==> src/rtl/alu_seq_pkg.sv <==
// Shared types for the registered sequential ALU: opcode and FSM state encodings.
package alu_seq_pkg;

  localparam int OPW_DEFAULT = 4;

  typedef enum logic [3:0] {
    ADD = 4'd0,
    ADC = 4'd1,
    SUB = 4'd2,
    SBC = 4'd3,
    AND = 4'd4,
    OR  = 4'd5,
    XOR = 4'd6,
    LSL = 4'd7,
    LSR = 4'd8,
    ROL = 4'd9,
    ROR = 4'd10,
    ASR = 4'd11,
    PAR = 4'd12,
    CLR = 4'd13,
    MUL = 4'd14
  } alu_op_t;

  typedef enum logic [1:0] {
    IDLE = 2'd0,
    BUSY = 2'd1,
    DONE = 2'd2
  } alu_state_t;

endpackage

==> src/rtl/alu_seq_if.sv <==
// Operand/result handshake bundle for alu_seq; master = fetch/writeback side, slave = ALU.
interface alu_seq_if
  import alu_seq_pkg::*;
#(
  parameter int W   = 8,
  parameter int OPW = OPW_DEFAULT
);
  logic           In_valid;
  logic           In_ready;
  logic [OPW-1:0] OP;
  logic [W-1:0]   InputA;
  logic [W-1:0]   InputB;
  logic           Out_valid;
  logic           Out_ready;
  logic [W-1:0]   Out;
  logic [W-1:0]   OutHi;
  logic           Zero;
  logic           Parity;
  logic           Odd;
  logic           SC_out;
  logic           Illegal;

  modport master (
    output In_valid, OP, InputA, InputB, Out_ready,
    input  In_ready, Out_valid, Out, OutHi, Zero, Parity, Odd, SC_out, Illegal
  );

  modport slave (
    input  In_valid, OP, InputA, InputB, Out_ready,
    output In_ready, Out_valid, Out, OutHi, Zero, Parity, Odd, SC_out, Illegal
  );
endinterface

==> src/rtl/alu_seq_mul_shift_add.sv <==
// Unsigned W x W iterative multiplier: one shift-add step per clock, W steps after start.
module mul_shift_add #(
  parameter int W = 8
) (
  input  logic           Clk,
  input  logic           Reset_n,
  input  logic           start,
  input  logic [W-1:0]   A,
  input  logic [W-1:0]   B,
  output logic           done,
  output logic [2*W-1:0] product
);

  localparam int CW = $clog2(W);

  logic           active;
  logic [CW-1:0]  cnt;
  logic [2*W-1:0] mcand;
  logic [W-1:0]   mplier;
  logic [2*W-1:0] acc;

  // done flags the edge that performs the final step; acc is complete right after it
  assign done    = active && (cnt == CW'(W - 1));
  assign product = acc;

  always_ff @(posedge Clk) begin
    if (!Reset_n) begin
      active <= 1'b0;
      cnt    <= '0;
      mcand  <= '0;
      mplier <= '0;
      acc    <= '0;
    end else if (start) begin
      active <= 1'b1;
      cnt    <= '0;
      mcand  <= {{W{1'b0}}, A};
      mplier <= B;
      acc    <= '0;
    end else if (active) begin
      if (mplier[0]) acc <= acc + mcand;
      mcand  <= mcand << 1;
      mplier <= mplier >> 1;
      cnt    <= cnt + CW'(1);
      if (done) active <= 1'b0;
    end
  end

endmodule

==> src/rtl/alu_seq.sv <==
// Registered ALU with valid/ready handshake and persistent carry C.
// Define ALU_MUL_EN to compile in the iterative MUL (BUSY/DONE states + mul_shift_add).
module alu_seq
  import alu_seq_pkg::*;
#(
  parameter int W   = 8,
  parameter int OPW = OPW_DEFAULT
) (
  input  logic      Clk,
  input  logic      Reset_n,
  alu_seq_if.slave  bus
);

  localparam int OP_BITS = $bits(alu_op_t);

  typedef struct packed {
    logic [W-1:0] out;
    logic         c;
    logic         illegal;
    logic         is_mul;
  } alu_res_t;

  // W+1-bit arithmetic: the extra MSB becomes the new carry.
  function automatic alu_res_t alu_calc(input logic [OPW-1:0] op_code,
                                        input logic [W-1:0]   a,
                                        input logic [W-1:0]   b,
                                        input logic           c_in);
    alu_res_t            r;
    logic [W:0]          sum;
    logic signed [W-1:0] a_s;
    r.out     = '0;
    r.c       = c_in;
    r.illegal = 1'b0;
    r.is_mul  = 1'b0;
    sum       = '0;
    a_s       = $signed(a);
    if (op_code > OPW'(MUL)) begin
      r.illegal = 1'b1;
    end else begin
      case (alu_op_t'(op_code[OP_BITS-1:0]))
        ADD: begin sum = {1'b0, a} + {1'b0, b};                        {r.c, r.out} = sum; end
        ADC: begin sum = {1'b0, a} + {1'b0, b} + (W+1)'(c_in);         {r.c, r.out} = sum; end
        SUB: begin sum = {1'b0, a} + {1'b0, ~b} + (W+1)'(1);           {r.c, r.out} = sum; end
        SBC: begin sum = {1'b0, a} + {1'b0, ~b} + (W+1)'(c_in);        {r.c, r.out} = sum; end
        AND: r.out = a & b;
        OR:  r.out = a | b;
        XOR: r.out = a ^ b;
        LSL: begin r.c = a[W-1]; r.out = {a[W-2:0], 1'b0}; end
        LSR: begin r.c = a[0];   r.out = {1'b0, a[W-1:1]}; end
        ROL: {r.c, r.out} = {a, c_in};
        ROR: {r.out, r.c} = {c_in, a};
        ASR: begin r.c = a[0];   r.out = a_s >>> 1; end
        PAR: r.out = {^a[W-2:0], {(W-1){1'b0}}};
        CLR: begin r.c = 1'b0;   r.out = '0; end
`ifdef ALU_MUL_EN
        MUL: r.is_mul = 1'b1;
`else
        MUL: r.illegal = 1'b1;
`endif
        default: r.illegal = 1'b1;
      endcase
    end
    return r;
  endfunction

  alu_state_t   state;
  alu_res_t     res;
  logic         accept;
  logic         in_ready;
  logic         wr_en;
  logic [W-1:0] wr_out;
  logic         wr_c;
  logic         wr_ill;

  logic [W-1:0] out_p1;
  logic         vld_p1;
  logic         zero_p1;
  logic         parity_p1;
  logic         odd_p1;
  logic         illegal_p1;
  logic         carry;

  assign res      = alu_calc(bus.OP, bus.InputA, bus.InputB, carry);
  assign in_ready = (state == IDLE) && (!vld_p1 || bus.Out_ready);
  assign accept   = bus.In_valid && in_ready;

`ifdef ALU_MUL_EN
  logic           mul_done;
  logic [2*W-1:0] mul_prod;
  logic [W-1:0]   wr_hi;
  logic [W-1:0]   out_hi_p1;

  mul_shift_add #(.W(W)) u_mul (
    .Clk     (Clk),
    .Reset_n (Reset_n),
    .start   (accept && res.is_mul),
    .A       (bus.InputA),
    .B       (bus.InputB),
    .done    (mul_done),
    .product (mul_prod)
  );

  assign bus.OutHi = out_hi_p1;
`else
  assign state     = IDLE;
  assign bus.OutHi = '0;
`endif

  // Result-register write source: single-cycle op at accept, or the finished product in DONE
  always_comb begin
    wr_en  = accept && !res.is_mul;
    wr_out = res.out;
    wr_c   = res.c;
    wr_ill = res.illegal;
`ifdef ALU_MUL_EN
    wr_hi  = '0;
    if (state == DONE) begin
      wr_en  = 1'b1;
      wr_out = mul_prod[W-1:0];
      wr_hi  = mul_prod[2*W-1:W];
      wr_c   = |mul_prod[2*W-1:W];
      wr_ill = 1'b0;
    end
`endif
  end

  // Stage p1: result/flag registers, carry and FSM
  always_ff @(posedge Clk) begin
    if (!Reset_n) begin
      vld_p1     <= 1'b0;
      out_p1     <= '0;
      zero_p1    <= 1'b1;
      parity_p1  <= 1'b0;
      odd_p1     <= 1'b0;
      illegal_p1 <= 1'b0;
      carry      <= 1'b0;
`ifdef ALU_MUL_EN
      state      <= IDLE;
      out_hi_p1  <= '0;
`endif
    end else begin
      if (bus.Out_ready) vld_p1 <= 1'b0;
      if (wr_en) begin
        vld_p1     <= 1'b1;
        out_p1     <= wr_out;
        zero_p1    <= ~|wr_out;
        parity_p1  <= ^wr_out;
        odd_p1     <= wr_out[0];
        illegal_p1 <= wr_ill;
        carry      <= wr_c;
`ifdef ALU_MUL_EN
        out_hi_p1  <= wr_hi;
`endif
      end
`ifdef ALU_MUL_EN
      case (state)
        IDLE:    if (accept && res.is_mul) state <= BUSY;
        BUSY:    if (mul_done) state <= DONE;
        DONE:    state <= IDLE;
        default: state <= IDLE;
      endcase
`endif
    end
  end

  assign bus.In_ready  = in_ready;
  assign bus.Out_valid = vld_p1;
  assign bus.Out       = out_p1;
  assign bus.Zero      = zero_p1;
  assign bus.Parity    = parity_p1;
  assign bus.Odd       = odd_p1;
  assign bus.SC_out    = carry;
  assign bus.Illegal   = illegal_p1;

endmodule

==> src/flat_wrapper.sv <==
// flat-port wrapper written by rule: the top's interface ports become plain ports
module alu_seq_flat import alu_seq_pkg::*;
#(
  parameter int W   = 8,
  parameter int OPW = OPW_DEFAULT
)
  (Clk, Reset_n, bus_In_valid, bus_OP, bus_InputA, bus_InputB, bus_Out_ready, bus_In_ready, bus_Out_valid, bus_Out, bus_OutHi, bus_Zero, bus_Parity, bus_Odd, bus_SC_out, bus_Illegal);
  alu_seq_if #(.W(W), .OPW(OPW)) bus_i ();
  input  logic Clk;
  input  logic Reset_n;
  input wire logic [$bits(bus_i.In_valid)-1:0] bus_In_valid;
  input wire logic [$bits(bus_i.OP)-1:0] bus_OP;
  input wire logic [$bits(bus_i.InputA)-1:0] bus_InputA;
  input wire logic [$bits(bus_i.InputB)-1:0] bus_InputB;
  input wire logic [$bits(bus_i.Out_ready)-1:0] bus_Out_ready;
  output wire logic [$bits(bus_i.In_ready)-1:0] bus_In_ready;
  output wire logic [$bits(bus_i.Out_valid)-1:0] bus_Out_valid;
  output wire logic [$bits(bus_i.Out)-1:0] bus_Out;
  output wire logic [$bits(bus_i.OutHi)-1:0] bus_OutHi;
  output wire logic [$bits(bus_i.Zero)-1:0] bus_Zero;
  output wire logic [$bits(bus_i.Parity)-1:0] bus_Parity;
  output wire logic [$bits(bus_i.Odd)-1:0] bus_Odd;
  output wire logic [$bits(bus_i.SC_out)-1:0] bus_SC_out;
  output wire logic [$bits(bus_i.Illegal)-1:0] bus_Illegal;
  assign bus_i.In_valid = bus_In_valid;
  assign bus_i.OP = bus_OP;
  assign bus_i.InputA = bus_InputA;
  assign bus_i.InputB = bus_InputB;
  assign bus_i.Out_ready = bus_Out_ready;
  assign bus_In_ready = bus_i.In_ready;
  assign bus_Out_valid = bus_i.Out_valid;
  assign bus_Out = bus_i.Out;
  assign bus_OutHi = bus_i.OutHi;
  assign bus_Zero = bus_i.Zero;
  assign bus_Parity = bus_i.Parity;
  assign bus_Odd = bus_i.Odd;
  assign bus_SC_out = bus_i.SC_out;
  assign bus_Illegal = bus_i.Illegal;
  alu_seq #(.W(W), .OPW(OPW)) u_core (.Clk(Clk), .Reset_n(Reset_n), .bus(bus_i));
endmodule
==> config.mk <==
export PLATFORM = sky130hd
export DESIGN_NAME = alu_seq_flat
export DESIGN_NICKNAME = d
export VERILOG_FILES = /design/src/rtl/alu_seq_pkg.sv /design/src/rtl/alu_seq_if.sv /design/src/rtl/alu_seq_mul_shift_add.sv /design/src/rtl/alu_seq.sv /design/src/flat_wrapper.sv
export SDC_FILE = /design/constraint.sdc
export NUM_CORES = 1
export LEC_CHECK = 0
export ABC_AREA = 1
export CAP_MARGIN = 30
export CELL_PAD_IN_SITES_DETAIL_PLACEMENT = 1
export CELL_PAD_IN_SITES_GLOBAL_PLACEMENT = 1
export CORE_UTILIZATION = 30
export CTS_CLUSTER_DIAMETER = 50
export CTS_CLUSTER_SIZE = 8
export DETAILED_ROUTE_END_ITERATION = 7
export GPL_TIMING_DRIVEN = 0
export PLACE_DENSITY = 0.64
export SLEW_MARGIN = 20
export SYNTH_ARGS = -nofsm -noshare
export SYNTH_HDL_FRONTEND = slang
export SYNTH_SLANG_ARGS = --single-unit
==> constraint.sdc <==
create_clock -name Clk -period 6.02 [get_ports Clk]
set_input_delay 1.204 -clock Clk [delete_from_list [all_inputs] [get_ports Clk]]
set_output_delay 1.204 -clock Clk [all_outputs]
set_load 0.02 [all_outputs]
# Word level (Yosys, flattened, before mapping)
# Index checks and enable logic that the tools add are counted.
dict set report totals {
  word_cells 52
  in_bits 24
  output_inout_bits 23
  register_bits 14
}
dict set report op_classes {
  n_lt_le_gt_ge 1
  n_reduce_logical 14
  n_addsub 5
  eq_ne 13
  muxes 7
  bitwise_logic 5
}
# cell n
set op_table {}
lappend op_table {{case mux 8 bit (13 select lines)} 1}
lappend op_table {{== test 4 bit (second input constant)} 6}
lappend op_table {{adder 8 x 8 -> 9 bit} 2}
lappend op_table {{adder 9 x 1 -> 9 bit} 2}
lappend op_table {{== test 4 x 3 -> 1 bit (second input constant)} 4}
lappend op_table {{OR reduction 14 bit} 1}
lappend op_table {{adder 9 x 1 -> 9 bit (second input constant)} 1}
lappend op_table {{two-way mux 9 bit} 1}
lappend op_table {{bitwise AND 8 bit} 1}
lappend op_table {{== test 4 x 2 -> 1 bit (second input constant)} 2}
lappend op_table {{inverter 8 bit} 1}
lappend op_table {{bitwise OR 8 bit} 1}
lappend op_table {{OR reduction 8 bit} 1}
lappend op_table {{XOR reduction 8 bit} 1}
lappend op_table {{bitwise XOR 8 bit} 1}
lappend op_table {{case mux 1 bit (7 select lines)} 1}
lappend op_table {{nonzero test 7 bit} 1}
lappend op_table {{XOR reduction 7 bit} 1}
lappend op_table {{== test 4 x 1 -> 1 bit (second input constant)} 1}
lappend op_table {{greater-than comparator 4 bit (second input constant)} 1}
lappend op_table {{logical NOT 4 bit} 1}
lappend op_table {{two-way mux 1 bit} 4}
lappend op_table {{AND reduction 3 bit} 1}
lappend op_table {{OR reduction 3 bit} 1}
lappend op_table {{other kinds (6)} 7}

# Logic depth before layout (Yosys ltp)
# Gate-level depths: netlist (run 1).
dict set report logic_depth {
  depth_word 7
  ltp_mapped 22
  depth_no_buf 21
}

# Least setup slack after synthesis (run 1)
# OpenSTA, ideal clock, no wires.
dict set report synth_path {
  path_kind {in2reg}
  start {input bus_InputB[0]}
  end {register u_core.parity_p1 (netlist: u_core.bus.Parity)}
  arrival_ns 3.610
  cell_stages 19
  setup_time_ns 0.116
  t_required_ns 5.904
  path_buffers 0
  setup_slack_ns 2.294
  path_cell_list {ha_1 > fa_1 > ha_1 > inv_1 > nor2_2 > inv_2 > nor2_4 > inv_2 > nor2_2 > inv_2 > o21ai_2 > nand3_1 > o21ai_2 > nor2_2 > ha_1 > xnor2_1 > xnor2_1 > o21ai_0 > inv_1}
}
dict set report synth_via {
  elab_chain_len 6
  elab_cells_between_ends 12
  classes_between {add/sub: 5; mux: 2; bitwise: 4; reduce/logical: 1}
}
# element line_no
set synth_rtl {}
lappend synth_rtl {{from (decl)} flat_wrapper.sv:14} ;# input wire logic [$bits(bus_i.InputB)-1:0] bus_InputB;
lappend synth_rtl {{inverter 8 bit} {alu_seq.sv:43, alu_seq.sv:44}}
lappend synth_rtl {{adder 8 x 8 -> 9 bit} {alu_seq.sv:43, alu_seq.sv:44}}
lappend synth_rtl {{adder 9 x 1 -> 9 bit (on tied branches)} {alu_seq.sv:44, alu_seq.sv:43}}
lappend synth_rtl {{case mux 8 bit (13 select lines) (*)} alu_seq.sv:40} ;# case (alu_op_t'(op_code[OP_BITS-1:0]))
lappend synth_rtl {{two-way mux 9 bit (*)} alu_seq.sv:37} ;# if (op_code > OPW'(MUL)) begin
lappend synth_rtl {{XOR reduction 8 bit (*)} alu_seq.sv:147} ;# parity_p1 <= ^wr_out;
lappend synth_rtl {{to (signal assigned)} alu_seq.sv:147}
lappend synth_rtl {{to (decl)} alu_seq.sv:78} ;# logic parity_p1;
# Mark *: on every way between the ends. The rest lies on a longest branch, timed or not.
# A chain may end at the register's enable or synchronous reset.

# Final worst setup path (run 1)
dict set report layout_path {
  start {input bus_InputA[1]}
  end {register u_core.parity_p1 (netlist: u_core.bus.Parity)}
}
dict set report layout_via {
  elab_chain_len 5
  elab_cells_between_ends 12
  classes_between {add/sub: 5; mux: 2; bitwise: 3; reduce/logical: 2}
}
# element line_no
set layout_rtl {}
lappend layout_rtl {{from (decl)} flat_wrapper.sv:13} ;# input wire logic [$bits(bus_i.InputA)-1:0] bus_InputA;
lappend layout_rtl {{adder 8 x 8 -> 9 bit (on tied branches)} -}
lappend layout_rtl {{adder 9 x 1 -> 9 bit (on tied branches)} {alu_seq.sv:44, alu_seq.sv:42, alu_seq.sv:43}}
lappend layout_rtl {{case mux 8 bit (13 select lines) (*)} alu_seq.sv:40}
lappend layout_rtl {{two-way mux 9 bit (*)} alu_seq.sv:37}
lappend layout_rtl {{XOR reduction 8 bit (*)} alu_seq.sv:147}
# Marked as above.

==> flow_summary.yaml, run 1 <==
status:
  status: "finished, violations left"
  violations: "design-rule violations"
timing:
  setup-tns-final_ns: 0
  fin_skew_ns: 0.00229
  setup_violations: 0
  finalWorstSetupSlack_ns: 1.63
  worst_slew_pin_slew_ns: 0.670
  fin_crit_sh_pct: 72.9
  fmax_mhz: 228
  min_period_ns: 4.39
  slew_headroom_pct: 55.2
  holdWs_ns: 0.466
  hold_violations: 0
  slew_viol_final: 0
  grt_setup_unrepaired: "false"
grt:
  grt_pass1_wl_mm: 15.5
  grt_pass1_vias: 3019
  gr-total-overflow: 0
  grt_max_degree: 11
  antenna_found_initial: 0
  grt_usage_pct: 19.8
final_layout:
  diodes: 0
  final_common_cell: "nand2_1"
  fin_cells: 593
  final_area_um2: 3350
  final_cell_mix: "nand2_1, inv_1, clkdlybuf4s50_1, nand3_1, ha_1"
  fill_cells: 1183
  fin_util_pct: 38.0
  seq_area_um2: 260
  layout-drive-gt1-share_pct: 11.1
  syn_to_final_growth_pct: 21.2
  multi_input_area_um2: 2120
  final_nets: 546
floorplanning:
  die_area_um2: 9600
  ios: 47
  fp-row-count: 34
  die_h_um: 98.0
  core_um2: 8810
  initial_utilization_pct: 31.4
  die_w_um: 98.0
cts:
  cts_resized: 0
  cts-htree-levels: 1
  cts_setup_buffers: 0
  clockBufferDepth: 2
  numCtsBuffers: 3
  holdBufCountCts: 0
  cts_tree: "done"
  clockRootBuffer: "clkbuf_8"
  path_clk_slew_ns: 0.05
  cts.sinks: 13
  clk_latency_ns: 0.24
worst_setup_path:
  crit_path_start_kind: "input port"
  path_depth: 20
  reg2reg_from: "u_core.bus.SC_out"
  cp-end-kind: "flip-flop"
  cp.required_ns: 6.15
  rrSetupSlack_ns: 3.25
  r2r_end: "u_core.bus.Parity"
  max_stage_delay_ns: 0.62
  cp-endpoint: "u_core.bus.Parity"
  crit_buf_inv: 5
  rr_worst_depth: 18
  critPathArrivalTime_ns: 4.52
  path_max_fanout: 5
  path_cells: "clkdlybuf4s50_1 > inv_1 > fa_1 > inv_1 > nand2_1 > nand2_1 > nand2_1 > nand2_1 > nand3_4 > inv_1 > nand2_1 > a21oi_1 > o21ai_1 > nand3_1 > nor2_2 > ha_1 > xnor2_1 > xnor2_1 > o21ai_0 > inv_1"
  cp_slowest_cell: "clkdlybuf4s50_1"
  critPathKind: "input port to flip-flop"
  cpMostUsedCell: "nand2_1"
  critPathLaunch: "bus_InputA[1]"
  cp_top_family: "buffers and inverters"
synthesis:
  yosysSeqAreaShare_pct: 9.42
  synth.top_cells.by_area: "ha_1, nand2_1, inv_1"
  syn_avg_cell_area_um2: 6.34
  synth_area_um2: 2760
  synth_top_area_share_pct: 15.4
  yosysWarnings: 0
  ys_ff_latch: 13
  yosysTopAreaCell: "ha_1"
  yosysUniqueCellTypes: 42
  synthCells: 436
placement:
  placedCellCount: 589
  postPlaceCellArea_um2: 3300
  place.detailed.hpwl_mm: 8.04
  place_congestion: 0.804
  numPortBuffers: 38
  pre_cts_slack_ns: 1.38
detailed_routing:
  post-route-drc-count: 3
  vias: 2999
  drt_iter0_drc: 69
  top_layer: "met4"
  dr_wl_met3_um: 274
  met2_length_mm: 4.50
  viasPerCell: 5.06
  met1Wirelength_mm: 4.44
  firstDrtPassIters: 6
  wire_per_inst_um: 15.8
  ant_nets: 0
  drt-total-wl_mm: 9.36
run:
  drv_cap: 0
power:
  p_per_area_nw_per_um2: 150
  p_total_uw: 501
  leakage_nw: 1.60
  vdd_drop_max_mv: 0.0678
min_path:
  min_path_cells: 2
  hold_path.class: "flip-flop to flip-flop"
==> state kept, by name, indices dropped and copies added, names as in the netlist <==
signal / count
u_core.bus.Out: 8
u_core.bus.SC_out: 1
u_core.bus.Out_valid: 1
u_core.bus.Zero: 1
u_core.bus.Illegal: 1
u_core.bus.Parity: 1
==> worst min path at each step <==
stage,slack (ns),from,to
after floorplan,0.54,u_core.bus.Illegal,u_core.bus.Illegal
after global placement,0.46,u_core.bus.Illegal,u_core.bus.Illegal
after detailed placement,0.46,u_core.bus.Illegal,u_core.bus.Illegal
after CTS,0.47,u_core.bus.Illegal,u_core.bus.Illegal
after global routing,0.49,u_core.bus.Illegal,u_core.bus.Illegal
final,0.47,u_core.bus.Illegal,u_core.bus.Illegal
==> where the power goes <==
part	switching, mW	leakage, nW	total [mW]	internal, mW
registers	0.00517	0.108	0.0998	0.0947
clock network	0.0296	0.0228	0.0762	0.0467
logic	0.202	1.47	0.325	0.123
total	0.237	1.60	0.501	0.264
==> logic make-up after synthesis <==
logic type | Yosys count | share of synthesized area [%]
simple gates | 198 | 34.4
buf+inv | 91 | 14.6
compound gates | 82 | 17.9
fa+ha+maj | 36 | 16.8
xor+xnor | 15 | 6.66
flops | 13 | 9.42
other cells | 1 | 0.136
==> synthesized netlist by cell type (all sizes together) <==
cell type	number
nand3	36
o221ai	2
xnor2	7
buf	15
conb	1
nand4	13
a21o	1
ha	34
nand3b	3
o21bai	2
dfxtp	13
o22ai	8
a21oi	23
a211oi	4
nand2	95
nor4	2
nor3	4
inv	76
o2111ai	1
xor2	8
a221oi	2
o21a	1
fa	2
o21ai	33
nor2	45
o211ai	5
==> worst min-delay path, cell delays in order (launching register included) <==
cell,delay [ns]
dfxtp_1,0.31
nand2_1,0.06
a21oi_1,0.05
==> cell type report <==
class | instances | share of cell area [%]
buffer | 15 | 3.55
clock buffer | 4 | 1.34
inverter | 76 | 8.52
multi-input combinational | 339 | 63.4
sequential | 13 | 7.77
tap | 108 | 4.03
timing repair buffer | 38 | 11.4
==> layer usage <==
metal / up-vias / global-route usage, %
met2: 50 / 34.6
li1: 1512 / -
met3: 8 / 1.79
met1: 1429 / 26.7
met4: 0 / 3.38
met5: - / 0
Note: power is estimated with default switching activity, not from simulation.
==> run 2: changes to the inputs <==
- PLACE_DENSITY: 0.64 -> 0.67
- clock period: 6.02 -> 3.75 ns (I/O delays scaled with it)
==> run 2 against run 1 <==
The flow still finishes with violations (design-rule violations). Sequential share of layout area down 0.31 points. Design area up 4.1%. Die area unchanged. Largest power group unchanged.
==> flow_summary.yaml, run 2 (synthesis gave the netlist of run 1 again) <==
status:
  status: "finished, violations left"
  violations: "design-rule violations"
detailed_routing:
  ant_nets: 0
  dr_wl_met3_um: 226
  viasPerCell: 5.02
  met1Wirelength_mm: 4.41
  wire_per_inst_um: 15.7
  drt_iter0_drc: 85
  met2_length_mm: 4.63
  top_layer: "met4"
  drt-total-wl_mm: 9.40
  post-route-drc-count: 3
  firstDrtPassIters: 6
  vias: 3004
power:
  seqPwrFrac_pct: 18.9
  p_comb_share_pct: 65.8
  pwr-share-clk_pct: 15.3
  p_switching_uw: 402
  p_per_area_nw_per_um2: 243
  swShare_pct: 47.5
  vdd_drop_max_mv: 0.0994
  leakage_nw: 1.67
  power.internal_uw: 444
floorplanning:
  die_w_um: 98.0
  initial_utilization_pct: 31.4
  die_h_um: 98.0
  core_um2: 8810
  fp-row-count: 34
  ios: 47
  die_area_um2: 9600
final_layout:
  syn_to_final_growth_pct: 26.2
  diodes: 0
  largest_reg_flops: 8
  fin_cells: 598
  fin_util_pct: 39.6
  final_common_cell: "nand2_1"
  final_cell_mix: "nand2_1, inv_1, nand3_1, nor2_1, ha_1"
  final_nets: 551
  layout-drive-gt1-share_pct: 15.9
timing:
  fin_skew_ns: 0.00127
  slew_viol_final: 0
  finalWorstSetupSlack_ns: 0.217
  holdWs_ns: 0.465
  min_period_ns: 3.53
  slew_headroom_pct: 56.1
  fmax_mhz: 283
  setup-tns-final_ns: 0
  setup_violations: 0
  worst_slew_pin_slew_ns: 0.654
  fin_crit_sh_pct: 94.2
  hold_violations: 0
worst_setup_path:
  crit_path_start_kind: "input port"
  critPathArrivalTime_ns: 3.68
  cp_slowest_cell: "clkdlybuf4s50_1"
  critPathKind: "input port to flip-flop"
  cpMostUsedCell: "nand2_1"
  crit_buf_inv: 6
  cp_top_family: "simple AND/OR/NAND/NOR gates"
  max_stage_delay_ns: 0.50
  cp-end-kind: "flip-flop"
  path_cells: "clkdlybuf4s50_1 > inv_1 > ha_1 > clkbuf_4 > nand2_1 > nand2_1 > inv_1 > nand3_1 > nand2_1 > nand2_2 > inv_1 > nand2_1 > nor3_1 > nand3b_1 > nand2_1 > nor2_2 > ha_1 > xnor2_2 > xnor2_1 > o21ai_1 > inv_1"
  cp.required_ns: 3.90
  path_max_fanout: 8
grt:
  grt_pass1_vias: 2968
  grt_pass1_wl_mm: 15.0
  antenna_found_initial: 0
  grt_usage_pct: 19.7
  grt_max_degree: 11
  gr-total-overflow: 0
cts:
  path_clk_slew_ns: 0.06
  clockBufferDepth: 2
  holdBufCountCts: 0
  clockRootBuffer: "clkbuf_8"
  cts_tree: "done"
  cts-htree-levels: 1
  numCtsBuffers: 3
  clk_latency_ns: 0.25
  cts.sinks: 13
run:
  drv_cap: 0
placement:
  place.detailed.hpwl_mm: 7.95
  place_congestion: 0.852
  placedCellCount: 589
  pre_cts_slack_ns: -0.413
  numPortBuffers: 38
min_path:
  hold_path.class: "flip-flop to flip-flop"
==> run 2: cell count changes in the layout (fill, tap and decap cells not counted), sizes merged <==
cell | before | now
clkdlybuf4s50 | 38 | 29
buf | 15 | 18
clkbuf | 4 | 7
dlygate4sd2 | 0 | 3
dlymetal6s2s | 0 | 3
clkdlybuf4s15 | 0 | 2
==> run 2: power groups by stage <==
stage          combinational (mW)  sequential (mW)  clock, mW
2_1_floorplan               0.340            0.178          0
3_3_place_gp                0.507            0.164          0
3_5_place_dp                0.519            0.163          0
4_1_cts                     0.527            0.161      0.129
5_1_grt                     0.611            0.162      0.137
6_report                    0.557            0.160      0.130
==> run 2: final timing paths <==
path / cells after the start / slack [ns] / startpoint / end
setup / recovery: 21 / 0.22 / bus_InputB[4] / u_core.bus.Parity
hold / removal: 2 / 0.47 / u_core.bus.Illegal / u_core.bus.Illegal
setup reg to reg: 18 / 1.14 / u_core.bus.SC_out / u_core.bus.Parity
hold reg to reg: 2 / 0.47 / u_core.bus.Illegal / u_core.bus.Illegal
==> run 2: layout make-up <==
type                    count  area (um^2)
fillers                  1161         5320
repair buffers             43          417
flip-flops and latches     13          260
well taps                 108          135
clock buffers               4         45.0
multi-input cells         339         2220
plain buffers              15          128
inverters                  76          285
==> run 2: what timing repair did <==
item,4_1_cts,5_1_grt
setup endpoints to repair,1,1
cloned,0,0
setup buffers,2,3
pin swaps,3,6
resized for setup,14,27
==> run 2: through the flow <==
stage / area (um^2) / total power [mW]
6_report: 3490 / 0.846
2_1_floorplan: 2790 / 0.518
3_5_place_dp: 3300 / 0.682
4_1_cts: 3390 / 0.816
3_3_place_gp: 3300 / 0.671
5_1_grt: 3490 / 0.910
==> run 2: per-layer routing <==
| layer | vias up | global-route usage (%) |
|---|---|---|
| met5 | - | 0 |
| met4 | 0 | 3.85 |
| met3 | 10 | 1.57 |
| met2 | 45 | 35.6 |
| met1 | 1420 | 25.6 |
| li1 | 1529 | - |
==> run 2: worst min-delay path, stage by stage, from the launching register on <==
cell and delay [ns]:
dfxtp_1 0.31, nand2_1 0.06, a21oi_1 0.05
==> run 3: changes to the inputs <==
- GPL_ROUTABILITY_DRIVEN: not set -> 0
==> results of run 3 <==
No change in the layout: final DEF, timing and power equal those of run 2.
==> variant, RTL diff (config.mk and constraints of run 2) <==
`W` is set to 8 in 3 places; all go to 6.
--- a/src/rtl/alu_seq_if.sv
+++ b/src/rtl/alu_seq_if.sv
@@ -4,3 +4,3 @@
 #(
-  parameter int W   = 8,
+  parameter int W   = 6,
   parameter int OPW = OPW_DEFAULT
--- a/src/rtl/alu_seq.sv
+++ b/src/rtl/alu_seq.sv
@@ -5,3 +5,3 @@
 #(
-  parameter int W   = 8,
+  parameter int W   = 6,
   parameter int OPW = OPW_DEFAULT
--- a/src/flat_wrapper.sv
+++ b/src/flat_wrapper.sv
@@ -3,3 +3,3 @@
 #(
-  parameter int W   = 8,
+  parameter int W   = 6,
   parameter int OPW = OPW_DEFAULT
Interface: changed (resized bus_InputA, bus_InputB, bus_Out and bus_OutHi); port bits go from 47 to 39. The function was not compared with the original's and may differ.
==> variant against run 2 <==
  * The run still ends with DRC left
  * Maximum frequency shrank 0.69%
  * Core utilization increased by 0.84 points
  * Sequential cell count shrank 2
  * Synthesized cell count decreased by 25%
  * Synthesized area decreased by 25%
  * Final cell count shrank 24%
  * Via count down 22%
  * Total power shrank 23%
  * Routed wire length is 28% lower
  * Cell area decreased by 25%
  * Worst setup slack worse by 0.024 ns
  * Critical endpoint unchanged
==> variant: results (changes against run 2) <==
outcome:
  status: "complete, but fails checks"
  failing_checks: "DRC"
clock_tree:
  ctsHtreeMaxLevel: 1  # unchanged
  cts_inserted_buffers: 3  # unchanged
  clk_pin_slew_worst_paths_ns: 0.05
placement:
  detailedPlacementHpwl_um: 5719  # -28%
  placed_area_mm2: 0.002496  # -24%
  port-buffer-count: 32  # -16%
  dp_slack_ns: -0.4626  # -0.05004 ns
  global_placement_routability_congestion: 0.8625  # +1.3%
  placed_cells_incl_taps: 443  # -25%
yosys:
  yosysWarnings: 0  # unchanged
  post_synth.cell_area_avg_um2: 6.264  # -1.1%
  yosys.cell_types.count: 40  # -4.8%
  synthArstFlopShare: 0  # unchanged
  yosys-top-cells-count: "70 x nand2_1, 47 x inv_1, 28 x nand3_1"
  register_area_share_after_synthesis: 0.1069  # +0.01266
  ys_top_cells_by_area: "ha_1 16%, nand2_1 13%, dfxtp_1 11%"
  synth-main-ff-cell: "dfxtp_1"
sta:
  timing.clock.skew_ns: 0.004309  # +0.003040 ns
  max-slew-margin-rel: 0.6104  # +0.04921
finish:
  final_cells: 455  # -24%
  largest_register_ffs: 6  # -2
  drive_gt1_frac: 0.1481  # -0.01104
  design.final.nets: 428  # -22%
worst_setup_path:
  cp_max_fo: 7  # -1
  cp.arrival_ns: 3.69  # about the same
  worst_path_dominant_cell_family: "buffers and inverters"
  cpMaxStageDelayCell: "clkdlybuf4s50_1"
  crit_path_max_incr_delay_ns: 0.54  # +0.04 ns
power:
  max-vdd-ir-drop_mv: 0.09915  # -0.28%
  power.static_leakage_nw: 1.300  # -22%
detailed_routing:
  drcViolationCount: 3  # unchanged
  drt_iter0_drc: 103  # +21%
  length_of_the_first_detailed_routing_pass_in_iterations: 8  # +2
  finalWirelength_um: 6744  # -28%
  vias_per_cell: 5.154  # +2.6%
grt:
  gr-usage-all-layers: 0.1903  # -0.006833
  met1_usage: 0.2405  # -0.01500
  grt_pass1_vias: 2232  # -25%
  grt_use_met3: 0.01459  # -0.001157
  wire_length_of_the_first_global_routing_pass_um: 10780  # -28%
  use_met2: 0.3437  # -0.01222
[variant: layer usage]
layer / vias up / routed length, um
met3: 11 / 190
met2: 55 / 3288
li1: 1173 / -
met5: - / 0
met1: 1106 / 3146
met4: 0 / 119
[variant: path summary, 6_finish.rpt]
| kind | startpoint | end | slack, ns | depth (start not counted) |
|---|---|---|---|---|
| worst max-delay path | bus_InputA[3] | u_core.bus.Parity | 0.19 | 15 |
| worst min-delay path | u_core.bus.Zero | u_core.bus.Zero | 0.49 | 2 |
| worst max register to register | u_core.bus.SC_out | u_core.bus.Parity | 1.21 | 12 |
| worst min register to register | u_core.bus.Zero | u_core.bus.Zero | 0.49 | 2 |
[variant: logic make-up (layout without fill, tap and decap cells)]
logic type / count (synthesis) / count (layout) / synth area share
adders and majority gates: 29 / 29 / 0.1834
AOI/OAI and AO/OA: 56 / 56 / 0.1676
xor gates and xnor gates: 8 / 8 / 0.03400
other: 1 / 6 / 0.001820
buffers and inverters: 67 / 111 / 0.1366
and+or+nand+nor: 157 / 157 / 0.3698
DFF: 11 / 11 / 0.1069
[variant: where the power goes]
group	switching, mW	total [mW]	internal [mW]
Clock	0.0439	0.118	0.0746
Combinational	0.234	0.394	0.159
Sequential	0.00696	0.136	0.129
Total	0.285	0.648	0.363
[variant: final cells by class]
type	instances	area [um^2]
Timing Repair Buffer	40	381.6
Sequential cell	11	220.2
Inverter	58	217.7
Clock buffer	4	45.04
Buffer	9	63.81
Tap cell	77	96.34
Multi-Input combinational cell	256	1602
Fill cell	879	3869
[variant: repair_timing]
action                                  CTS  global route
pin swaps                                 2             0
hold buffers                              0             0
buffers inserted                          8             0
resized for setup                         7             5
endpoints found under the setup margin    1             1
